`config.mk`:
```
export PLATFORM = sky130hd
export DESIGN_NAME = rng_arbiter
export DESIGN_NICKNAME = d
export VERILOG_FILES = /design/src/rtl/rng_arbiter.sv
export SDC_FILE = /design/constraint.sdc
export NUM_CORES = 1
export LEC_CHECK = 0
export ABC_AREA = 1
export CAP_MARGIN = 20
export CORE_AREA = 2 2 194 196
export CTS_CLUSTER_DIAMETER = 80
export DETAILED_ROUTE_END_ITERATION = 7
export DIE_AREA = 0 0 196 198
export GPL_ROUTABILITY_DRIVEN = 0
export HOLD_SLACK_MARGIN = 0.12
export PLACE_DENSITY = 0.51
export SLEW_MARGIN = 20
export SYNTH_ARGS = -nofsm -noshare
export SYNTH_HDL_FRONTEND = slang
export SYNTH_SLANG_ARGS = --single-unit
```
`constraint.sdc`:
```
create_clock -name clk -period 10.9 [get_ports clk]
set_input_delay 1.09 -clock clk [delete_from_list [all_inputs] [get_ports clk]]
set_output_delay 1.09 -clock clk [all_outputs]
set_load 0.02 [all_outputs]
```
`src/rtl/rng_arbiter.sv`:
```
// Round-robin arbiter granting one RNG transaction at a time to up to NREQ requesters.
// Optional WAIT watchdog enabled by defining RNG_ARB_TIMEOUT_EN.
module rng_arbiter #(
   parameter int unsigned NREQ    = 2,
   parameter int unsigned DW      = 96,
   parameter int unsigned TIMEOUT = 1023
) (
   input  logic               clk,
   input  logic               rst,
   input  logic [NREQ-1:0]    req,
   input  logic [NREQ-1:0]    req_in_mod,
   input  logic [NREQ*DW-1:0] req_seed,
   output logic [NREQ-1:0]    gnt,
   output logic [NREQ-1:0]    done,
   output logic [DW-1:0]      rdata,
   output logic               busy,
   output logic               err,
   output logic               rng_start,
   output logic [DW-1:0]      rng_seed,
   output logic               rng_in_mod,
   input  logic [DW-1:0]      rng_data,
   input  logic               rng_finish
);

   localparam int unsigned IW = (NREQ > 1) ? $clog2(NREQ) : 1;

   if (NREQ < 2 || NREQ > 8) begin : g_bad_nreq
      $error("rng_arbiter: NREQ must be in 2..8");
   end
   if (TIMEOUT < 1) begin : g_bad_timeout
      $error("rng_arbiter: TIMEOUT must be at least 1");
   end

   typedef enum logic [1:0] {StIdle, StIssue, StWait, StDeliver} state_e;

   state_e          state_q, state_d;
   logic [IW-1:0]   rr_ptr_q, rr_ptr_d;
   logic [IW-1:0]   idx_q, idx_d;
   logic [NREQ-1:0] gnt_q, gnt_d;
   logic [NREQ-1:0] done_q, done_d;
   logic [DW-1:0]   rdata_q, rdata_d;
   logic [DW-1:0]   rng_seed_q, rng_seed_d;
   logic            rng_start_q, rng_start_d;
   logic            rng_in_mod_q, rng_in_mod_d;
   logic            err_q, err_d;
   logic            busy_q;
   logic            timeout_hit;

   logic            req_any;
   logic [IW-1:0]   pick;
   logic [IW-1:0]   cand;
   int unsigned     pos;

   // First requester at or after rr_ptr, wrapping modulo NREQ.
   always_comb begin
      req_any = 1'b0;
      pick    = rr_ptr_q;
      cand    = '0;
      pos     = 0;
      for (int unsigned k = 0; k < NREQ; k++) begin
         pos = 32'(rr_ptr_q) + k;
         if (pos >= NREQ) begin
            pos = pos - NREQ;
         end
         cand = IW'(pos);
         if (!req_any && req[cand]) begin
            req_any = 1'b1;
            pick    = cand;
         end
      end
   end

`ifdef RNG_ARB_TIMEOUT_EN
   localparam int unsigned CW = $clog2(TIMEOUT + 1);

   logic [CW-1:0] wd_cnt_q;

   // Cleared in ISSUE so the count starts from zero on the first WAIT cycle.
   always_ff @(posedge clk or posedge rst) begin
      if (rst) begin
         wd_cnt_q <= '0;
      end else if (state_q == StIssue) begin
         wd_cnt_q <= '0;
      end else if (state_q == StWait && !timeout_hit) begin
         wd_cnt_q <= wd_cnt_q + 1'b1;
      end
   end

   assign timeout_hit = (state_q == StWait) && (wd_cnt_q == CW'(TIMEOUT));
`else
   assign timeout_hit = 1'b0;
`endif

   // State register
   always_ff @(posedge clk or posedge rst) begin
      if (rst) begin
         state_q <= StIdle;
      end else begin
         state_q <= state_d;
      end
   end

   // Next-state logic
   always_comb begin
      state_d = state_q;
      unique case (state_q)
         StIdle: begin
            if (req_any) begin
               state_d = StIssue;
            end
         end
         StIssue: begin
            state_d = StWait;
         end
         StWait: begin
            if (rng_finish || timeout_hit) begin
               state_d = StDeliver;
            end
         end
         StDeliver: begin
            state_d = StIdle;
         end
         default: begin
            state_d = StIdle;
         end
      endcase
   end

   // Next values of the registered outputs
   always_comb begin
      rr_ptr_d     = rr_ptr_q;
      idx_d        = idx_q;
      gnt_d        = gnt_q;
      done_d       = '0;
      rdata_d      = rdata_q;
      err_d        = 1'b0;
      rng_start_d  = 1'b0;
      rng_seed_d   = '0;
      rng_in_mod_d = 1'b0;
      unique case (state_q)
         StIdle: begin
            if (req_any) begin
               idx_d        = pick;
               gnt_d        = {{(NREQ-1){1'b0}}, 1'b1} << pick;
               rng_start_d  = 1'b1;
               rng_seed_d   = req_seed[pick*DW +: DW];
               rng_in_mod_d = req_in_mod[pick];
            end
         end
         StWait: begin
            if (rng_finish || timeout_hit) begin
               if (rng_finish) begin
                  rdata_d = rng_data;
               end else begin
                  err_d = 1'b1;
               end
               // A requester that withdrew gets no done pulse.
               if (req[idx_q]) begin
                  done_d = {{(NREQ-1){1'b0}}, 1'b1} << idx_q;
               end
            end
         end
         StDeliver: begin
            gnt_d    = '0;
            rr_ptr_d = (idx_q == IW'(NREQ - 1)) ? '0 : idx_q + 1'b1;
         end
         default: begin
         end
      endcase
   end

   always_ff @(posedge clk or posedge rst) begin
      if (rst) begin
         rr_ptr_q     <= '0;
         idx_q        <= '0;
         gnt_q        <= '0;
         done_q       <= '0;
         rdata_q      <= '0;
         err_q        <= 1'b0;
         busy_q       <= 1'b0;
         rng_start_q  <= 1'b0;
         rng_seed_q   <= '0;
         rng_in_mod_q <= 1'b0;
      end else begin
         rr_ptr_q     <= rr_ptr_d;
         idx_q        <= idx_d;
         gnt_q        <= gnt_d;
         done_q       <= done_d;
         rdata_q      <= rdata_d;
         err_q        <= err_d;
         busy_q       <= (state_d != StIdle);
         rng_start_q  <= rng_start_d;
         rng_seed_q   <= rng_seed_d;
         rng_in_mod_q <= rng_in_mod_d;
      end
   end

   assign gnt        = gnt_q;
   assign done       = done_q;
   assign rdata      = rdata_q;
   assign busy       = busy_q;
   assign err        = err_q;
   assign rng_start  = rng_start_q;
   assign rng_seed   = rng_seed_q;
   assign rng_in_mod = rng_in_mod_q;

endmodule

```
Yosys cells after proc, flatten, opt, wreduce, memory -nomap -nowiden
Index checks and enable logic that the tools add are counted.
- multipliers: 1
- $lt $le $gt $ge: 6
- reduce and logical (&&, ||, !) cells: 8
- muxes and demuxes: 29
- equality and inequality tests: 4
- shift operators: 3
- add/subtract/negate cells: 4
- operators with widths (operator ; number):
    $mux W96 ; 2
    $shiftx A192 B9 Y96 ; 1
    $mux W1 ; 19
    $mux W2 ; 6
    $lt A1 B2 Y1 const B ; 4
    $pmux W2 S4 ; 1
    $reduce_and A2 Y1 ; 3
    $eq A2 B2 Y1 const B ; 2
    $pmux W2 S2 ; 1
    $reduce_bool A2 Y1 ; 2
    $shl A1 B1 Y2 const A ; 2
    $mul A1 B2 Y3 const B ; 1
    $add A1 B1 Y2 const B ; 1
    $eq A2 B1 Y1 const B ; 1
    $ge A1 B2 Y1 const B ; 1
    $ge A2 B2 Y1 const B ; 1
    $logic_not A2 Y1 ; 1
    $ne A2 B2 Y1 const B ; 1
    $sub A1 B1 Y1 const B ; 2
    $add A1 B1 Y1 const B ; 1
    $logic_and A1 B1 Y1 ; 1
    $logic_not A1 Y1 ; 1
- bits of input ports: 295
- output and inout port bits: 200
- flip-flop bits (word level): 203

Longest topological paths before layout
- word-level depth: 12
- gate-level depth with buffers: 8

Worst setup path before layout
OpenSTA, ideal clock, no wires.
- path kind: input to register
- from: input port rng_finish
- to: register rdata_q[0], in the netlist rdata[0]
- path slack: 9.036 ns
- data required time: 10.783 ns
- stages on the path: 6
- library setup time: 0.117 ns
- arrival: 1.747 ns
- cells stage by stage: buf_2 nand2_2 buf_4 buf_2 nand2_1 nand2_1
- word-level cells in the longest chain between the ends: 1
- ends and longest elaborated chain (item ; line ; RTL):
    start: declaration ; 22 ; input logic rng_finish
    $reduce_and A2 Y1 (no source line) ; -- ;
    end signal: assignment ; 189 ; rdata_q <= rdata_d;
    end: declaration ; 41 ; logic [DW-1:0] rdata_q, rdata_d;
No other way between the ends.
A chain may end at the register's enable or synchronous reset.

Worst setup path after layout
- from: register gnt_q[0], in the netlist gnt[0]
- to: output port gnt[0]
- RTL lines (item ; line ; RTL):
    start: declaration ; 39 ; logic [NREQ-1:0] gnt_q, gnt_d;
    start signal: assignment ; 187 ; gnt_q <= gnt_d;
    end: declaration ; 13 ; output logic [NREQ-1:0] gnt,
No word-level cell between the ends.

==> flow_metrics.tcl <==
set metrics [dict create \
    outcome "finished clean" \
    die_w_um 196 \
    syn_inst 888 \
    start_util_pct 22.33 \
    slew-limit-headroom_pct 26.53 \
    postCtsSetupRepairBufs 0 \
    drv_slew 0 \
    critPathMaxStageDelay_ns 0.72 \
    core_area_mm2 0.03696 \
    final_antenna_net_count 0 \
    clkLatencyLatePin_ns 0.53 \
    synth_cell_types 19 \
    arrival_ns 1.61 \
    root_buffer "clkbuf_16" \
    rsz0062_at_grt "no" \
    ys_seq_elements 203 \
    ios 495 \
    drv_cap 0 \
    tns_ns 0 \
    setup_slack_ns 8.201 \
    wl_per_cell_um 17.25 \
    ir_worst_vdd_mv 0.09906 \
    final_common_cell "clkdlybuf4s50_1" \
    hold_class "flop to flop" \
    critPathTopFamily "buffers and inverters" \
    syn_avg_cell_area_um2 9.291 \
    r2r_setup_slack_ns 8.60 \
    ys_seq_area_share_pct 61.57 \
    wl_met3_um 3266 \
    diodes 0 \
    timing.fmax_mhz 370.6 \
    synth_top_area_share_pct 61.57 \
    num_rows 71 \
    yosys-top-cells-area "dfrtp_1, nand3_1, nand2_1, inv_1, o21ai_0" \
    worstHoldStart "rdata[78]" \
    yosysWarnings 0 \
    cts_buffer_depth 3 \
    grt.total_usage_pct 15.81 \
    io_buffers 493 \
    topRoutingLayerUsed "met4" \
    fp.dieArea_mm2 0.03881 \
    multi_input_area_mm2 0.002506 \
    pre_cts_slack_ns 7.514 \
    finalNetCount 1649 \
    layout.area.seq_mm2 0.005080 \
    start_kind "flop" \
    critPathKind "flop to primary output" \
    endpoint_kind "primary output" \
    drtIter0Drc 219 \
    synthesis.area_mm2 0.008250 \
    overflow 0 \
    critPathMaxFanout 2 \
    dr_wl_met2_um 15640 \
    mostFrequentLayoutCells "clkdlybuf4s50_1, nand2_1, dfrtp_1" \
    numCtsBuffers 26 \
    worst_slew_pin_slew_ns 1.102 \
    cts_tree "yes" \
    clock_sinks 203 \
    n_fill_cell 3756 \
    num_vias 7804 \
    layout-drive-gt1-share_pct 6.054 \
    hold_viol_final 0 \
    place_hpwl_um 22550 \
    skew_ns 0.007749 \
    crit_start "gnt[0]" \
    r2r_start "state_q[0]" \
    grt_pass1_vias 7923 \
    critical_path.cell_chain "clkdlybuf4s50_1" \
    whs_ns 0.4682 \
    grt_pass1_wl_um 47320 \
    wl_met1_um 12040 \
    h-tree-depth 1 \
    period_minus_slack_ns 2.699 \
    final_cell_area_mm2 0.01449 \
    grt_max_degree 133 \
    antenna_found_initial 1 \
    die_y_um 198 \
    place_area_mm2 0.01354 \
    drt_drc_violations_left 0 \
    path_buf_inv 1 \
    viasPerCell 4.230 \
    final_core_util_pct 39.21 \
    syn_to_final_growth_pct 75.64 \
    synth.largest_area_cell "dfrtp_1" \
    dr.pass1.iters 4 \
    cts_hold_buffers 0 \
    cellPowerDensity_mw_per_mm2 253.7 \
    synth_nets 1186 \
    setup-violations-final 0 \
    cts_resized 0 \
    wl_um 31830 \
    clk_pin_slew_ns 0.06 \
    cp.required_ns 9.81 \
    crit_slowest_cell "clkdlybuf4s50_1" \
    fin_crit_sh_pct 24.76 \
    p_leak_nw 6.736 \
]
==> cells in the mapped netlist <==
master / instances
buf_4: 4
clkinv_2: 1
buf_6: 4
inv_1: 106
clkbuf_1: 28
buf_1: 5
nand4_1: 1
conb_1: 1
o21ai_0: 69
o21ai_2: 30
buf_2: 22
nand2_2: 2
nand3_2: 1
o21ai_1: 1
nand3_1: 198
ha_1: 3
nand2_1: 205
nor2_1: 4
dfrtp_1: 203
==> power breakdown <==
group | total [mW] | internal, mW | switching (mW)
logic | 1.60 | 0.687 | 0.915
clock network | 0.925 | 0.587 | 0.337
registers | 1.15 | 1.03 | 0.122
total | 3.68 | 2.30 | 1.37
==> path summary, 6_finish.rpt <==
check	end	depth (start not counted)
setup reg to reg	rng_seed[28]	7
setup / recovery	gnt[0]	1
max in group asynchronous	rdata[89]	3
hold / removal	rdata[78]	2
hold reg to reg	rdata[78]	2
min in group asynchronous	rdata[77]	2
==> routing by layer <==
metal | vias to the layer above | GRT usage (%)
met5 | - | 0
met4 | 0 | 4.938
met2 | 350 | 27.61
met3 | 44 | 5.791
li1 | 3761 | -
met1 | 3649 | 17.99
==> stage by stage <==
stage	cells	power, mW
3_3_place_gp	1797	2.777
3_5_place_dp	1797	2.793
4_1_cts	1845	3.745
2_1_floorplan	888	1.945
6_report	1845	3.677
5_1_grt	1845	3.902
==> sequential cells by signal, summed over array words and instances, names as in the netlist <==
name and count:
idx_q 1, rng_in_mod 1, done 2, gnt 2
rng_seed 96, state_q 2, busy 1, rr_ptr_q 1
rdata 96, rng_start 1
==> final cells by class <==
class	count	share of cell area, %
multi-input cells	515	17.29
flip-flops and latches	203	35.05
clock inverters	8	0.9929
repair buffers	498	34.32
well taps	474	4.093
clock buffers	40	5.414
inverters	107	2.832
==> kinds of logic after synthesis <==
logic type      after synthesis  share of synthesized area, %
other cells                   1                       0.04545
fa+ha+maj                     3                        0.4550
simple gates                411                         21.87
flops                       203                         61.57
buf+inv                     170                         8.629
compound gates              100                         7.431
(Power assumes the default switching activity.)
